===== config.mk =====
export PLATFORM = sky130hd
export DESIGN_NAME = fetch_unit
export DESIGN_NICKNAME = d
export VERILOG_FILES = /design/src/rtl/fetch_unit.sv
export SDC_FILE = /design/constraint.sdc
export NUM_CORES = 1
export LEC_CHECK = 0
export ABC_AREA = 1
export ABC_CLOCK_PERIOD_IN_PS = 5100
export CORE_MARGIN = 2
export CORE_UTILIZATION = 30
export CTS_BUF_LIST = sky130_fd_sc_hd__clkbuf_16
export CTS_CLUSTER_SIZE = 20
export DETAILED_ROUTE_END_ITERATION = 10
export PLACE_DENSITY = 0.54
export SYNTH_ARGS = -nofsm -noshare
export SYNTH_HDL_FRONTEND = slang
export SYNTH_SLANG_ARGS = --single-unit
export TNS_END_PERCENT = 30

===== constraint.sdc =====
create_clock -name clk -period 5.1 [get_ports clk]
set_input_delay 1.02 -clock clk [delete_from_list [all_inputs] [get_ports clk]]
set_output_delay 1.02 -clock clk [all_outputs]
set_load 0.02 [all_outputs]

===== src/rtl/fetch_unit.sv =====
// Instruction fetch stage: holds the PC, issues credit-limited word requests to
// instruction memory, tracks in-flight PCs and queues returned words for decode.
module fetch_unit #(
  parameter logic [31:0] RESET_PC = 32'h0000_0000,
  parameter int unsigned DEPTH    = 4
) (
  input  logic        clk,
  input  logic        rst,
  output logic        imem_req_valid,
  input  logic        imem_req_ready,
  output logic [31:0] imem_req_addr,
  input  logic        imem_rsp_valid,
  input  logic [31:0] imem_rsp_data,
  input  logic        Redirect,
  input  logic [31:0] RedirectPC,
  output logic        InstrValidD,
  input  logic        InstrReadyD,
  output logic [31:0] InstrD,
  output logic [31:0] PCD
);

  localparam int unsigned PW  = (DEPTH > 1) ? $clog2(DEPTH) : 1;
  localparam int unsigned CW  = $clog2(DEPTH + 1);
  localparam int unsigned SW  = CW + 2;
  localparam logic [31:0] NOP = 32'h0000_0013;

  typedef logic [PW-1:0] ptr_t;
  typedef logic [CW-1:0] cnt_t;

  logic [31:0] pc_q, pc_d;
  ptr_t        q_head_q, q_head_d;
  ptr_t        q_tail_q, q_tail_d;
  cnt_t        count_q, count_d;
  ptr_t        if_head_q, if_head_d;
  ptr_t        if_tail_q, if_tail_d;
  cnt_t        outstanding_q, outstanding_d;
  cnt_t        discard_q, discard_d;

  logic [31:0] q_pc_mem    [DEPTH];
  logic [31:0] q_instr_mem [DEPTH];
  logic [31:0] if_pc_mem   [DEPTH];

  logic [SW-1:0] credits_used;
  logic          accept;
  logic          rsp_drop;
  logic          rsp_keep;
  logic          q_push;
  logic          q_pop;

  // Every queued word, outstanding request and pending discard holds one credit.
  assign credits_used   = SW'(count_q) + SW'(outstanding_q) + SW'(discard_q);
  assign imem_req_valid = !rst && !Redirect && (credits_used < SW'(DEPTH));
  assign imem_req_addr  = pc_q;
  assign accept         = imem_req_valid && imem_req_ready;

  assign rsp_drop = imem_rsp_valid && (discard_q != '0);
  assign rsp_keep = imem_rsp_valid && (discard_q == '0);
  assign q_push   = rsp_keep && !Redirect;
  assign q_pop    = InstrValidD && InstrReadyD && !Redirect;

  assign InstrValidD = (count_q != '0);
  assign InstrD      = InstrValidD ? q_instr_mem[q_head_q] : NOP;
  assign PCD         = InstrValidD ? q_pc_mem[q_head_q]    : 32'h0000_0000;

  always_comb begin
    // NOTE: every _d starts from its hold value so no branch can infer a latch.
    pc_d          = pc_q;
    q_head_d      = q_head_q;
    q_tail_d      = q_tail_q;
    count_d       = count_q;
    if_head_d     = if_head_q;
    if_tail_d     = if_tail_q;
    outstanding_d = outstanding_q;
    discard_d     = discard_q;

    if (Redirect) begin
      // A response landing this cycle retires one credit whether it was
      // already marked for discard or would have been queued.
      pc_d          = RedirectPC & 32'hFFFF_FFFC;
      q_head_d      = '0;
      q_tail_d      = '0;
      count_d       = '0;
      if_head_d     = '0;
      if_tail_d     = '0;
      outstanding_d = '0;
      discard_d     = discard_q + outstanding_q - cnt_t'(imem_rsp_valid);
    end else begin
      if (accept) begin
        pc_d      = pc_q + 32'd4;
        if_tail_d = if_tail_q + ptr_t'(1);
      end
      if (rsp_drop) begin
        discard_d = discard_q - cnt_t'(1);
      end
      if (rsp_keep) begin
        if_head_d = if_head_q + ptr_t'(1);
        q_tail_d  = q_tail_q + ptr_t'(1);
      end
      if (q_pop) begin
        q_head_d = q_head_q + ptr_t'(1);
      end
      outstanding_d = outstanding_q + cnt_t'(accept) - cnt_t'(rsp_keep);
      count_d       = count_q + cnt_t'(q_push) - cnt_t'(q_pop);
    end
  end

  // NOTE: sequential state is assigned with <= only; the = assignments above
  // belong to combinational next-state logic.
  always_ff @(posedge clk or posedge rst) begin
    if (rst) begin
      pc_q          <= RESET_PC;
      q_head_q      <= '0;
      q_tail_q      <= '0;
      count_q       <= '0;
      if_head_q     <= '0;
      if_tail_q     <= '0;
      outstanding_q <= '0;
      discard_q     <= '0;
    end else begin
      pc_q          <= pc_d;
      q_head_q      <= q_head_d;
      q_tail_q      <= q_tail_d;
      count_q       <= count_d;
      if_head_q     <= if_head_d;
      if_tail_q     <= if_tail_d;
      outstanding_q <= outstanding_d;
      discard_q     <= discard_d;
    end
  end

  // NOTE: storage arrays carry no reset; counts and pointers qualify every read.
  always_ff @(posedge clk) begin
    if (accept) begin
      if_pc_mem[if_tail_q] <= pc_q;
    end
    if (q_push) begin
      q_pc_mem[q_tail_q]    <= if_pc_mem[if_head_q];
      q_instr_mem[q_tail_q] <= imem_rsp_data;
    end
  end

  a_no_queue_overflow : assert property (
    @(posedge clk) disable iff (rst) !(q_push && (count_q == cnt_t'(DEPTH))));

  a_no_unexpected_rsp : assert property (
    @(posedge clk) disable iff (rst)
      !(imem_rsp_valid && (outstanding_q == '0) && (discard_q == '0)));

endmodule

After elaboration in Yosys (flattened, before gate mapping) --
Memory sizes are Yosys's and may differ from the RTL's. Index checks and enable logic that the tools add are counted.
Storage, ports and cells: RAM bits 384, logic and storage cells 63, input bits 70, memories kept 3, output and inout bits 98, register bits 49
Cells by class: order comparisons 1, muxes and demuxes 20, add/subtract/negate cells 14, reduce and logical (&&, ||, !) cells 17
Memory list:
- if_pc_mem | depth 4, width 32, rd ports 1, clocked after Yosys merged registers in 0, write ports 1, RTL line 41 | logic [31:0] if_pc_mem [DEPTH];
- q_instr_mem | depth 4, width 32, rd ports 1, clocked after Yosys merged registers in 0, write ports 1, RTL line 40 | logic [31:0] q_instr_mem [DEPTH];
- q_pc_mem | depth 4, width 32, rd ports 1, clocked after Yosys merged registers in 0, write ports 1, RTL line 39 | logic [31:0] q_pc_mem [DEPTH];
Operator list (count):
- 32-bit 2-to-1 mux | 4
- 32-bit by 3-bit adder with 32-bit output, second input constant | 1
- 2-bit 2-to-1 mux | 8
- 3-bit 2-to-1 mux | 4
- 3-bit by 1-bit subtractor with 3-bit output | 3
- 2-bit by 1-bit adder with 2-bit output, second input constant | 4
- 1-bit logical AND | 8
- 2-bit nonzero test | 4
- 3-bit by 1-bit adder with 3-bit output | 2
- 3-bit nonzero test | 2
- 4-bit by 3-bit adder with 5-bit output | 1
- 5-bit by 3-bit < comparator with 1-bit output, second input constant | 1
- 3-bit by 3-bit adder with 4-bit output | 1
- 1-bit 2-to-1 mux | 4
- 3-bit adder | 1
- 3-bit logical NOT | 1
- 3-bit by 1-bit subtractor with 3-bit output, second input constant | 1
- 1-bit logical NOT | 2

Longest topological paths before layout --
word-level depth 8, gate-level depth with buffers 17, gate-level depth less buffers 16

Least setup slack after synthesis --
OpenSTA, ideal clock, no wires.
path type input to register, start in imem_rsp_valid, end mem q_instr_mem[0][0] (enable), data arrival time 3919 ps, stages 4, buffers on the path 0, required time 4618 ps, library setup time 482 ps, path slack 699 ps, path through nand2_1 > inv_1 > nand2_1 > nor2_1
On the way: longest elaborated chain between the ends 4
Ends and longest elaborated chain:
- start, declared | RTL line 12 | input logic imem_rsp_valid,
- 1-bit logical AND | RTL line 57 | assign rsp_keep = imem_rsp_valid && (discard_q == '0);
- 1-bit logical AND | RTL line 58 | assign q_push = rsp_keep && !Redirect;
- 1-bit 2-to-1 mux | RTL line 136 | if (q_push) begin
- 1-bit 2-to-1 mux (implied by the code) | RTL line 138 | q_instr_mem[q_tail_q] <= imem_rsp_data;
- end, declared | RTL line 40
Every way passes these cells.

Final worst setup path --
start reg q_head_q[0], end out PCD[31]
On the way: longest elaborated chain between the ends 2
Ends and longest elaborated chain:
- start, declared | RTL line 31 | ptr_t q_head_q, q_head_d;
- start signal, assigned | RTL line 121 | q_head_q <= q_head_d;
- memory 4 x 32 bit
- 32-bit 2-to-1 mux | RTL line 63 | assign PCD = InstrValidD ? q_pc_mem[q_head_q] : 32'h0000_0000;
- end, declared | RTL line 19 | output logic [31:0] PCD
Every way passes these cells.

==> key figures <==
Timing
  – F_max: between 200 and 250 MHz
  – Max_slew headroom: between 20% and 30%
  – Final Cycle Share: 89.58%
  – Slew @ Worst Pin: roughly 1.1 ns
  – RSZ-0062 raised after global routing: no
  – Max Slew Vio Count: 0
  – Final Skew: ~0.018 ns
  – Crit path time final: approximately 4.6 ns
  – Fin Setup TNS: 0 ns
  – Final setup vio count: 0
  – Final hold violation count: 0

Yosys
  – Synth Area in Compound Gates: 8.838%
  – Post-synthesis sequential area ratio: 69.82%
  – Post-Syn Area per Cell: about 11 sq um
  – Synth cell types: 33
  – Synthesized flop and latch total: 415
  – Syn Inst Count: 1,543
  – Largest family of logic cells by synthesized area: simple AND/OR/NAND/NOR gates
  – Mapped Area: 17,510 sq um
  – Synth Area in Adders: roughly 2.1%
  – Ys Warns: 0
  – Simple-gate share of the synthesized area: 14.91%
  – Synth Area in XOR/XNOR: less than 1%
  – Post-synthesis mux area share: 0%

Floorplanning
  – Initial Util: 30.35%
  – Die height: ~250 um
  – Die ar.: 60,320 sq um
  – Core area: roughly 58,000 sq um
  – I/O pins: 168
  – Die Span X: 245.6 um
  – FP Rows: 88

Power and ir drop
  – Sequential Power Share: 41.1%
  – Gate power share: 29.5%
  – Design internal power: 0.007082 W
  – Lkg Pwr: 7.504 nW
  – Clock power share: 29.4%
  – Max VDD drop: approximately 320 uV
  – Power Density: 498.2 nW/um^2
  – Net Sw Power: 0.003620 W
  – Sw frac: about 34%

Final layout
  – Synth-to-Final Area Change: 22.66%
  – Commonest non-fill, non-tap cell in the layout: edfxtp_1
  – Nets@finish: ~1.8k
  – Layout cells sized above 1: roughly 7%
  – Most frequent cells in the layout: edfxtp_1 (368), nor2_1 (359), o21ai_0 (194), nand2_1 (185), clkdlybuf4s50_1 (161)
  – Fillers: 5,648
  – Finished Cell Area: 21,480 sq um
  – N_diodes: 0

Drt
  – WL met2: between 20,000 and 25,000 um
  – Routed Antenna Nets: 0
  – Drt initial violations: 789
  – Max layer used: met4
  – Post-DR vias/cell: ~4.7
  – Total number of vias: 11.76k
  – WL/cell: around 18 um
  – WL final: approximately 45,000 um
  – DR WL met3: 2934 um
  – Drc violations: 0
  – Initial DRT Pass Iterations: 6
  – Post-Route M1 WL: 20,750 um

Setup path
  – CP Data Arrival Time: 3.55 ns
  – CP Max Fanout: 76
  – Crit path launch: q_head_q[0]
  – Critical path capture point: PCD[31]
  – Crit Path Category: reg2out
  – CP Launch Type: register
  – Worst EP required: 4.08 ns
  – R2r setup slk: 1.42 ns
  – Crit path capture type: output port
  – Worst reg2reg endpoint: outstanding_q[2]
  – Reg2reg start: outstanding_q[1]
  – Reg2Reg Depth: 15

Clocking
  – H-tree levels: 2
  – Reg clk slew, reported paths: 0.06 ns
  – Root Buffer: clkbuf_16
  – CTS tree: built
  – Hold_buf cts: 0
  – Setup bufs post-CTS: 0
  – Post_cts resized: 0
  – CTS max path bufs: 3
  – Cts bufs inserted: 45
  – Num Clock Sinks: 415
  – Clock latency at the later pin of the worst-skew pair: about 0.57 ns

Status
  – Status: completed

Global routing
  – Vias in the first global route: approximately 11k
  – First-pass GRT wire length: 68,660 um
  – Gr usage total: 14.85%
  – Initial antenna violation count: 0
  – GR Overflow Total: 0
  – Largest net degree at the start of global routing: 77

Placed design
  – Final GP Congestion: between 0.7 and 0.8
  – DPL Wire Length: 26,440 um
  – I/O Buffers: 161
  – DP Area: 20,050 sq um

Hold path
  – Worst Hold Depth: 2
  – Worst Hold Class: reg2reg

Job
  – # Max-Cap Violations: 0
metrics by stage:
step	worst slack (ns)	hold slack (ns)	cells	utilization (%)	total power (W)
after floorplan	0.6991	0.4923	1546	-	0.006165
after global placement	1.044	0.5137	2416	34.75	0.007654
after detailed placement	1.050	0.5423	2416	34.75	0.007679
after CTS	0.4316	0.5555	2496	37.23	0.01087
after global routing	0.2342	0.6013	2496	37.23	0.01130
final	0.5315	0.5478	2496	37.23	0.01070
synth_stat cells:
cell / n / share of area [%]
edfxtp_1: 368 / 63
nor2_1: 368 / 7.9
o21ai_0: 194 / 5.5
nand2_1: 185 / 4.0
a21oi_1: 64 / 1.8
nand3_1: 62 / 1.8
inv_1: 51 / 1.1
clkbuf_1: 49 / 1.1
dfrtp_1: 47 / 6.7
o22ai_1: 30 / 1.1
ha_1: 20 / 1.4
buf_2: 18 / 0.51
nand3b_1: 11 / 0.47
xnor2_1: 11 / 0.55
buf_4: 10 / 0.43
inv_2: 7 / 0.15
fa_1: 6 / 0.69
nand4_1: 5 / 0.18
o21ai_1: 5 / 0.14
xor2_1: 5 / 0.25
buf_1: 4 / 0.086
nor2_4: 4 / 0.26
nand3_2: 3 / 0.17
nor2_2: 3 / 0.11
buf_6: 2 / 0.13
clkinv_1: 2 / 0.043
nand2_2: 2 / 0.071
o311ai_0: 2 / 0.10
a21oi_2: 1 / 0.050
a221oi_1: 1 / 0.050
conb_1: 1 / 0.021
nor3_1: 1 / 0.029
o311ai_1: 1 / 0.050
how the worst min path moves through the flow:
stage                start          end  slack, ns
2_1_floorplan  q_tail_q[1]  q_tail_q[1]       0.49
3_3_place_gp   q_tail_q[1]  q_tail_q[1]       0.51
3_5_place_dp   q_tail_q[1]  q_tail_q[1]       0.54
4_1_cts        q_tail_q[1]  q_tail_q[1]       0.56
5_1_grt        q_tail_q[1]  q_tail_q[1]       0.60
6_report       q_tail_q[1]  q_tail_q[1]       0.55
registers in the layout (all words and copies together) (netlist names):
| register | flops |
|---|---|
| count_q | 3 |
| discard_q | 3 |
| if_head_q | 2 |
| if_pc_mem | 120 |
| if_tail_q | 2 |
| imem_req_addr | 30 |
| outstanding_q | 3 |
| q_head_q | 2 |
| q_instr_mem | 128 |
| q_pc_mem | 120 |
| q_tail_q | 2 |
layer usage:
| layer | up-vias | GRT usage, % |
|---|---|---|
| li1 | 5669 | - |
| met1 | 5698 | 20.91 |
| met2 | 339 | 23.73 |
| met3 | 51 | 3.143 |
| met4 | 0 | 2.799 |
| met5 | - | 0 |
logic make-up (layout without fill, tap and decap cells):
logic type | Yosys count | count (layout)
and+or+nand+nor | 644 | 644
DFF | 415 | 415
AOI/OAI and AO/OA | 298 | 298
buffers and inverters | 143 | 328
adders and majority gates | 26 | 26
xor gates and xnor gates | 16 | 16
other | 1 | 4
worst max-delay path: stages (launching register included):
cell and delay (ns):
dfrtp_4 0.83, buf_4 0.77, nor2_1 0.11, nor2_1 0.12, o21ai_0 0.10, a21oi_1 0.24, clkdlybuf4s50_1 0.73
power by group through the flow:
| stage | clock network (W) | registers (W) | logic (W) |
|---|---|---|---|
| floorplan | 0 | 0.00436 | 0.00180 |
| global placement | 0 | 0.00446 | 0.00319 |
| detailed placement | 0 | 0.00447 | 0.00321 |
| CTS | 0.00324 | 0.00440 | 0.00323 |
| global route | 0.00338 | 0.00444 | 0.00348 |
| finish | 0.00315 | 0.00439 | 0.00316 |
area by class of cell:
type | instances | area, sq um | share of cell area (%)
Multi-Input combinational cell | 988 | 4732 | 22.03
Clock buffer | 45 | 1126 | 5.242
Sequential cell | 415 | 12230 | 56.94
Clock inverter | 35 | 305.3 | 1.421
Timing Repair Buffer | 188 | 1902 | 8.854
Inverter | 60 | 226.5 | 1.054
Tap cell | 765 | 957.2 | 4.456
No activity file was read; power rests on OpenSTA's default activity.
